**config.mk**
```make
export PLATFORM = sky130hd
export DESIGN_NAME = multicycle_ctrl_flat
export DESIGN_NICKNAME = d
export VERILOG_FILES = /design/src/rtl/multicycle_pkg.sv /design/src/rtl/multicycle_ctrl_if.sv /design/src/rtl/multicycle_ctrl_out.sv /design/src/rtl/multicycle_ctrl.sv /design/src/flat_wrapper.sv
export SDC_FILE = /design/constraint.sdc
export NUM_CORES = 1
export LEC_CHECK = 0
export ABC_AREA = 1
export CORE_ASPECT_RATIO = 1.1
export CORE_MARGIN = 2
export CORE_UTILIZATION = 54
export DETAILED_ROUTE_END_ITERATION = 8
export HOLD_SLACK_MARGIN = 0.1
export PLACE_DENSITY = 0.87
export RECOVER_POWER = 100
export SLEW_MARGIN = 25
export SYNTH_ARGS = -nofsm -noshare
export SYNTH_HDL_FRONTEND = slang
export SYNTH_SLANG_ARGS = --single-unit
```
**constraint.sdc**
```tcl
create_clock -name clk_i -period 3.1 [get_ports clk_i]
set_clock_uncertainty 0.2 [all_clocks]
set_input_delay 0.62 -clock clk_i [delete_from_list [all_inputs] [get_ports clk_i]]
set_output_delay 0.62 -clock clk_i [all_outputs]
set_load 0.05 [all_outputs]
```
**src/rtl/multicycle_pkg.sv**
```systemverilog
// Shared types and encodings for the multi-cycle CPU controller.
package multicycle_pkg;

    typedef enum logic [2:0] {
        StFetch  = 3'd0,
        StDecode = 3'd1,
        StExec   = 3'd2,
        StMem    = 3'd3,
        StWb     = 3'd4
    } state_e;

    localparam logic [5:0] OpR    = 6'h00;
    localparam logic [5:0] OpAddi = 6'h08;
    localparam logic [5:0] OpSlti = 6'h0A;
    localparam logic [5:0] OpBeq  = 6'h04;
    localparam logic [5:0] OpBne  = 6'h05;
    localparam logic [5:0] OpLw   = 6'h23;
    localparam logic [5:0] OpSw   = 6'h2B;
    localparam logic [5:0] OpJ    = 6'h02;

    localparam logic [2:0] AluAdd   = 3'b000;
    localparam logic [2:0] AluSub   = 3'b001;
    localparam logic [2:0] AluFunct = 3'b010;
    localparam logic [2:0] AluSlt   = 3'b011;

    localparam logic [1:0] PcSrcAlu    = 2'b00;
    localparam logic [1:0] PcSrcAluOut = 2'b01;
    localparam logic [1:0] PcSrcJump   = 2'b10;

    localparam logic [1:0] SrcBRt    = 2'b00;
    localparam logic [1:0] SrcBFour  = 2'b01;
    localparam logic [1:0] SrcBImm   = 2'b10;
    localparam logic [1:0] SrcBImmSh = 2'b11;

    typedef struct packed {
        logic       mem_req;
        logic       mem_read;
        logic       mem_write;
        logic       iord;
        logic       ir_write;
        logic       pc_write;
        logic [1:0] pc_src;
        logic       alu_src_a;
        logic [1:0] alu_src_b;
        logic [2:0] alu_op;
        logic       reg_dst;
        logic       mem_to_reg;
        logic       reg_write;
        logic       illegal;
    } ctrl_t;

    function automatic logic op_legal(logic [5:0] op);
        logic legal;
        legal = 1'b0;
        case (op)
            OpR, OpAddi, OpSlti, OpBeq, OpBne, OpLw, OpSw, OpJ: legal = 1'b1;
            default: legal = 1'b0;
        endcase
        return legal;
    endfunction

endpackage

```
**src/rtl/multicycle_ctrl_if.sv**
```systemverilog
// Controller <-> datapath/memory signal bundle.
interface multicycle_ctrl_if;

    logic [5:0] instr_op_i;
    logic [5:0] funct_i;
    logic       zero_i;
    logic       mem_ready_i;
    logic       mem_req_o;
    logic       MemRead_o;
    logic       MemWrite_o;
    logic       IorD_o;
    logic       IRWrite_o;
    logic       PCWrite_o;
    logic [1:0] PCSrc_o;
    logic       ALUSrcA_o;
    logic [1:0] ALUSrcB_o;
    logic [2:0] ALU_op_o;
    logic       RegDst_o;
    logic       MemtoReg_o;
    logic       RegWrite_o;
    logic       illegal_o;

    modport master (
        input  instr_op_i, funct_i, zero_i, mem_ready_i,
        output mem_req_o, MemRead_o, MemWrite_o, IorD_o, IRWrite_o, PCWrite_o, PCSrc_o,
               ALUSrcA_o, ALUSrcB_o, ALU_op_o, RegDst_o, MemtoReg_o, RegWrite_o, illegal_o
    );

    modport slave (
        output instr_op_i, funct_i, zero_i, mem_ready_i,
        input  mem_req_o, MemRead_o, MemWrite_o, IorD_o, IRWrite_o, PCWrite_o, PCSrc_o,
               ALUSrcA_o, ALUSrcB_o, ALU_op_o, RegDst_o, MemtoReg_o, RegWrite_o, illegal_o
    );

endinterface

```
**src/rtl/multicycle_ctrl_out.sv**
```systemverilog
// Combinational decode of state, opcode and status flags into the control bundle.
module multicycle_ctrl_out
    import multicycle_pkg::*;
(
    input  state_e     state_i,
    input  logic [5:0] op_i,
    input  logic       zero_i,
    input  logic       mem_ready_i,
    output ctrl_t      ctrl_o
);

    always_comb begin
        ctrl_o = '0;
        unique case (state_i)
            StFetch: begin
                ctrl_o.mem_req   = 1'b1;
                ctrl_o.mem_read  = 1'b1;
                ctrl_o.alu_src_b = SrcBFour;
                ctrl_o.alu_op    = AluAdd;
                ctrl_o.pc_src    = PcSrcAlu;
                ctrl_o.ir_write  = mem_ready_i;
                ctrl_o.pc_write  = mem_ready_i;
            end
            StDecode: begin
                ctrl_o.alu_src_b = SrcBImmSh;
                ctrl_o.alu_op    = AluAdd;
                ctrl_o.illegal   = ~op_legal(op_i);
            end
            StExec: begin
                case (op_i)
                    OpLw, OpSw: begin
                        ctrl_o.alu_src_a = 1'b1;
                        ctrl_o.alu_src_b = SrcBImm;
                        ctrl_o.alu_op    = AluAdd;
                    end
                    OpR: begin
                        ctrl_o.alu_src_a = 1'b1;
                        ctrl_o.alu_src_b = SrcBRt;
                        ctrl_o.alu_op    = AluFunct;
                    end
                    OpAddi: begin
                        ctrl_o.alu_src_b = SrcBImm;
                        ctrl_o.alu_op    = AluAdd;
                    end
                    OpSlti: begin
                        ctrl_o.alu_src_b = SrcBImm;
                        ctrl_o.alu_op    = AluSlt;
                    end
                    OpBeq, OpBne: begin
                        ctrl_o.alu_src_a = 1'b1;
                        ctrl_o.alu_src_b = SrcBRt;
                        ctrl_o.alu_op    = AluSub;
                        ctrl_o.pc_src    = PcSrcAluOut;
                        // Branch qualification happens here so the datapath needs no extra gate.
                        ctrl_o.pc_write  = (op_i == OpBeq) ? zero_i : ~zero_i;
                    end
                    OpJ: begin
                        ctrl_o.pc_src   = PcSrcJump;
                        ctrl_o.pc_write = 1'b1;
                    end
                    default: ;
                endcase
            end
            StMem: begin
                ctrl_o.mem_req   = 1'b1;
                ctrl_o.iord      = 1'b1;
                ctrl_o.mem_read  = (op_i == OpLw);
                ctrl_o.mem_write = (op_i == OpSw);
            end
            StWb: begin
                ctrl_o.reg_write  = 1'b1;
                ctrl_o.reg_dst    = (op_i == OpR);
                ctrl_o.mem_to_reg = (op_i == OpLw);
            end
            default: ;
        endcase
    end

endmodule

```
**src/rtl/multicycle_ctrl.sv**
```systemverilog
// Multi-cycle CPU control FSM: state register, sequencing and retired-instruction counter.
module multicycle_ctrl
    import multicycle_pkg::*;
#(
    parameter int unsigned CNT_W = 32
) (
    input  logic             clk_i,
    input  logic             rst_i,
    multicycle_ctrl_if.master bus,
    output logic [CNT_W-1:0] instr_cnt_o,
    output logic [2:0]       state_o
);

    state_e            state_q, state_d;
    logic [CNT_W-1:0]  cnt_q, cnt_d;
    logic              retire;
    ctrl_t             ctrl_raw, ctrl;
    logic              unused_funct;

    // funct is consumed by the ALU control, not by this FSM.
    assign unused_funct = ^bus.funct_i;

    always_comb begin
        state_d = state_q;
        retire  = 1'b0;
        unique case (state_q)
            StFetch: begin
                if (bus.mem_ready_i) state_d = StDecode;
            end
            StDecode: begin
                if (op_legal(bus.instr_op_i)) begin
                    state_d = StExec;
                end else begin
                    state_d = StFetch;
                    retire  = 1'b1;
                end
            end
            StExec: begin
                case (bus.instr_op_i)
                    OpLw, OpSw:          state_d = StMem;
                    OpR, OpAddi, OpSlti: state_d = StWb;
                    default: begin
                        state_d = StFetch;
                        retire  = 1'b1;
                    end
                endcase
            end
            StMem: begin
                if (bus.mem_ready_i) begin
                    if (bus.instr_op_i == OpLw) begin
                        state_d = StWb;
                    end else begin
                        state_d = StFetch;
                        retire  = 1'b1;
                    end
                end
            end
            StWb: begin
                state_d = StFetch;
                retire  = 1'b1;
            end
            default: state_d = StFetch;
        endcase
    end

    assign cnt_d = retire ? cnt_q + CNT_W'(1) : cnt_q;

    always_ff @(posedge clk_i) begin
        if (!rst_i) begin
            state_q <= StFetch;
            cnt_q   <= '0;
        end else begin
            state_q <= state_d;
            cnt_q   <= cnt_d;
        end
    end

    multicycle_ctrl_out u_out (
        .state_i     (state_q),
        .op_i        (bus.instr_op_i),
        .zero_i      (bus.zero_i),
        .mem_ready_i (bus.mem_ready_i),
        .ctrl_o      (ctrl_raw)
    );

    // Reset blanks every control line immediately, not just from the next edge.
    assign ctrl = rst_i ? ctrl_raw : '0;

    assign bus.mem_req_o  = ctrl.mem_req;
    assign bus.MemRead_o  = ctrl.mem_read;
    assign bus.MemWrite_o = ctrl.mem_write;
    assign bus.IorD_o     = ctrl.iord;
    assign bus.IRWrite_o  = ctrl.ir_write;
    assign bus.PCWrite_o  = ctrl.pc_write;
    assign bus.PCSrc_o    = ctrl.pc_src;
    assign bus.ALUSrcA_o  = ctrl.alu_src_a;
    assign bus.ALUSrcB_o  = ctrl.alu_src_b;
    assign bus.ALU_op_o   = ctrl.alu_op;
    assign bus.RegDst_o   = ctrl.reg_dst;
    assign bus.MemtoReg_o = ctrl.mem_to_reg;
    assign bus.RegWrite_o = ctrl.reg_write;
    assign bus.illegal_o  = ctrl.illegal;

    assign instr_cnt_o = cnt_q;
    assign state_o     = state_q;

endmodule

```
**src/flat_wrapper.sv**
```systemverilog
// flat-port wrapper written by rule: the top's interface ports become plain ports
module multicycle_ctrl_flat import multicycle_pkg::*;
#(
    parameter int unsigned CNT_W = 32
)
  (clk_i, rst_i, instr_cnt_o, state_o, bus_instr_op_i, bus_funct_i, bus_zero_i, bus_mem_ready_i, bus_mem_req_o, bus_MemRead_o, bus_MemWrite_o, bus_IorD_o, bus_IRWrite_o, bus_PCWrite_o, bus_PCSrc_o, bus_ALUSrcA_o, bus_ALUSrcB_o, bus_ALU_op_o, bus_RegDst_o, bus_MemtoReg_o, bus_RegWrite_o, bus_illegal_o);
  multicycle_ctrl_if bus_i ();
  input  logic clk_i;
  input  logic rst_i;
  output logic [CNT_W-1:0] instr_cnt_o;
  output logic [2:0] state_o;
  input wire logic [$bits(bus_i.instr_op_i)-1:0] bus_instr_op_i;
  input wire logic [$bits(bus_i.funct_i)-1:0] bus_funct_i;
  input wire logic [$bits(bus_i.zero_i)-1:0] bus_zero_i;
  input wire logic [$bits(bus_i.mem_ready_i)-1:0] bus_mem_ready_i;
  output wire logic [$bits(bus_i.mem_req_o)-1:0] bus_mem_req_o;
  output wire logic [$bits(bus_i.MemRead_o)-1:0] bus_MemRead_o;
  output wire logic [$bits(bus_i.MemWrite_o)-1:0] bus_MemWrite_o;
  output wire logic [$bits(bus_i.IorD_o)-1:0] bus_IorD_o;
  output wire logic [$bits(bus_i.IRWrite_o)-1:0] bus_IRWrite_o;
  output wire logic [$bits(bus_i.PCWrite_o)-1:0] bus_PCWrite_o;
  output wire logic [$bits(bus_i.PCSrc_o)-1:0] bus_PCSrc_o;
  output wire logic [$bits(bus_i.ALUSrcA_o)-1:0] bus_ALUSrcA_o;
  output wire logic [$bits(bus_i.ALUSrcB_o)-1:0] bus_ALUSrcB_o;
  output wire logic [$bits(bus_i.ALU_op_o)-1:0] bus_ALU_op_o;
  output wire logic [$bits(bus_i.RegDst_o)-1:0] bus_RegDst_o;
  output wire logic [$bits(bus_i.MemtoReg_o)-1:0] bus_MemtoReg_o;
  output wire logic [$bits(bus_i.RegWrite_o)-1:0] bus_RegWrite_o;
  output wire logic [$bits(bus_i.illegal_o)-1:0] bus_illegal_o;
  assign bus_i.instr_op_i = bus_instr_op_i;
  assign bus_i.funct_i = bus_funct_i;
  assign bus_i.zero_i = bus_zero_i;
  assign bus_i.mem_ready_i = bus_mem_ready_i;
  assign bus_mem_req_o = bus_i.mem_req_o;
  assign bus_MemRead_o = bus_i.MemRead_o;
  assign bus_MemWrite_o = bus_i.MemWrite_o;
  assign bus_IorD_o = bus_i.IorD_o;
  assign bus_IRWrite_o = bus_i.IRWrite_o;
  assign bus_PCWrite_o = bus_i.PCWrite_o;
  assign bus_PCSrc_o = bus_i.PCSrc_o;
  assign bus_ALUSrcA_o = bus_i.ALUSrcA_o;
  assign bus_ALUSrcB_o = bus_i.ALUSrcB_o;
  assign bus_ALU_op_o = bus_i.ALU_op_o;
  assign bus_RegDst_o = bus_i.RegDst_o;
  assign bus_MemtoReg_o = bus_i.MemtoReg_o;
  assign bus_RegWrite_o = bus_i.RegWrite_o;
  assign bus_illegal_o = bus_i.illegal_o;
  multicycle_ctrl #(.CNT_W(CNT_W)) u_core (.clk_i(clk_i), .rst_i(rst_i), .bus(bus_i), .instr_cnt_o(instr_cnt_o), .state_o(state_o));
endmodule
```
==> results.cfg <==
[outcome]
status = finished, final reports clean

[worst_setup_path]
cp-start-kind = input pin
required_ps = 2280
r2r_cells = 8
cp_data_arrival_time_ps = 2170
ff2ff_setup_slack_ps = 830
critical_path_class = input pin to primary output
crit_path_end_kind = primary output
cp_max_fo = 3

[floorplan]
io_pins = 69
die_h_um = 79.1
die_area_um2 = 5710
initial_core_util = 0.557
die_w_um = 72.2
core_um2 = 4970
core.rowCount = 27

[global_route]
grt_use_total = 0.296
grt_antenna_before_repair = 0
grt_max_degree = 33
grt_pass1_vias = 2934
grt_pass1_wl_um = 13500
gr-total-overflow = 0

[synthesis]
synth.distinct_cells = 28
yosysWarnings = 0
syn-mean-instance-area_um2 = 6.42
synthXorXnorAreaFrac = 0.0633
yosysTopAreaCell = dfxtp_1
yosys.area_share.simple = 0.475
synth.top_cell.area_share = 0.253
netlist_area_um2 = 2770
synth_fa_ha_area_frac = 0.00452
syn_inst = 431
synthTopCellsByArea = dfxtp_1, nand2_1, nor2_1
yosysSeqAreaShare = 0.253
ys_ff_latch = 35
synth_compound_area_frac = 0.106
synth_mux_area_frac = 0
synth_top_family_by_area = simple AND/OR/NAND/NOR gates
syn_nets = 448

[sta]
worstMarginPinSlew_ps = 523
hold_ws_ps = 332
setup_viol = 0
hold_violations = 0
setup-tns-final_ps = 0
slew_viol_final = 0
rsz0062_at_grt = no
finalCritPeriodShare = 0.964
slew_headroom = 0.650
clock.fmax_mhz = 334
period_needed_ps = 2990

[route]
first_pass_iters = 5
viasPerCell = 5.77
initialDrtViolationCount = 229
routed_wl_um = 8200
drcViolationCount = 0
antenna_left = 0
wl_per_cell_um = 14.9
vias = 3166

[final_layout]
layout-drive-gt1-share = 0.183
num_antenna_cells = 0
final_util = 0.725
regArea_um2 = 701
fillerInstances = 406
multiInputGateArea_um2 = 1810
area_growth_pct = 30.2
nets = 507

[placed_design]
io_buffers = 61
hpwl_um = 6240
place_congestion = 0.960

[cts]
cts.reportedPaths.clkPinSlew_ps = 80
cts_tree = built
cts_buffers = 5
htreeDepth = 2
cts_root_buffer = clkbuf_8
cts_sinks = 35
cts_buffer_depth = 2
insertion_delay_ps = 290
hold_buffers = 0

[min_path]
min_path_cells = 2
hp-class = flop to flop

[pwr]
power_density_nw_per_um2 = 273
leakagePower_nw = 1.27
irDropWorstVdd_uv = 206

[flow_run]
drv_cap = 0
layout by cell type (no fill, tap or decap), types with 4 or more instances in the layout:
| cell | n |
|---|---|
| clkdlybuf4s50_1 | 44 |
| nor2_2 | 4 |
| dfxtp_1 | 35 |
| xnor2_1 | 6 |
| a21oi_2 | 20 |
| nand3b_1 | 6 |
| buf_4 | 13 |
| nand4_1 | 33 |
| buf_12 | 12 |
| a21oi_1 | 18 |
| inv_1 | 38 |
| xor2_1 | 14 |
| nor2_1 | 57 |
| nand3_1 | 16 |
| nor3_1 | 14 |
| nand2_2 | 20 |
| nand2_1 | 112 |
| o21ai_0 | 5 |
| clkbuf_8 | 5 |
critical path: stages:
cell             delay (ps)
clkdlybuf4s50_1         500
inv_1                    80
nor2_1                  160
inv_1                    70
nor2_1                  220
inv_1                   110
a21oi_1                 240
buf_12                  180
worst paths after layout:
| check | from | end |
|---|---|---|
| setup reg to reg | u_core.instr_cnt_o[0] | u_core.instr_cnt_o[10] |
| hold / removal | u_core.instr_cnt_o[31] | u_core.instr_cnt_o[31] |
| hold reg to reg | u_core.instr_cnt_o[31] | u_core.instr_cnt_o[31] |
| setup / recovery | bus_instr_op_i[1] | bus_ALU_op_o[1] |
area by class of cell:
cell class | instances | share of cell area
inverter | 40 | 0.0417
multi-input combinational | 339 | 0.503
timing repair buffer | 69 | 0.216
sequential | 35 | 0.195
clock buffer | 5 | 0.0191
tap | 58 | 0.0202
clock inverter | 3 | 0.00556
cell families (layout without fill, tap and decap cells):
kind of cell	count (synthesis)	after routing
and+or+nand+nor	273	273
buffers and inverters	57	117
AOI/OAI and AO/OA	44	44
DFF	35	35
xor gates and xnor gates	20	20
adders and majority gates	1	1
other	1	1
cells in the mapped netlist (all sizes together):
library cell and number:
conb 1, ha 1, nand4 33, nand2 132, clkbuf 3, o21ai 5
dfxtp 35, inv 40, a21oi 38, nor3 17, buf 14, nor2 63
xnor2 6, a21o 1, nand3 22, xor2 14, nand3b 6
layer usage:
layer,GRT usage,wire (um),vias to the layer above
li1,-,-,1525
met1,0.369,3400,1453
met2,0.483,3910,157
met3,0.0457,552,31
met4,0.158,339,0
met5,0,0,-
what timing repair did:
action	in CTS	in global routing
gates resized for setup	0	3
endpoints found under the setup margin	0	3
setup buffers	0	0
through the flow:
stage | std cells | cell area, um^2 | total power [mW] | setup WS, ps
after floorplan | 431 | 2770 | 0.595 | 103
after global placement | 541 | 3500 | 0.647 | 109
after detailed placement | 541 | 3500 | 0.650 | 103
after CTS | 549 | 3590 | 0.982 | 85.5
after global routing | 549 | 3600 | 1.02 | 5.03
final | 549 | 3600 | 0.983 | 110
registers in the layout, indices dropped and copies added, names as in the netlist:
signal              cells
u_core.instr_cnt_o     32
u_core.state_o          3
where the power goes:
| group | internal [mW] | leakage [nW] | switching (mW) |
|---|---|---|---|
| Combinational | 0.0596 | 0.945 | 0.124 |
| Clock | 0.157 | 0.0402 | 0.183 |
| Sequential | 0.453 | 0.282 | 0.00671 |
(Power assumes the default switching activity.)
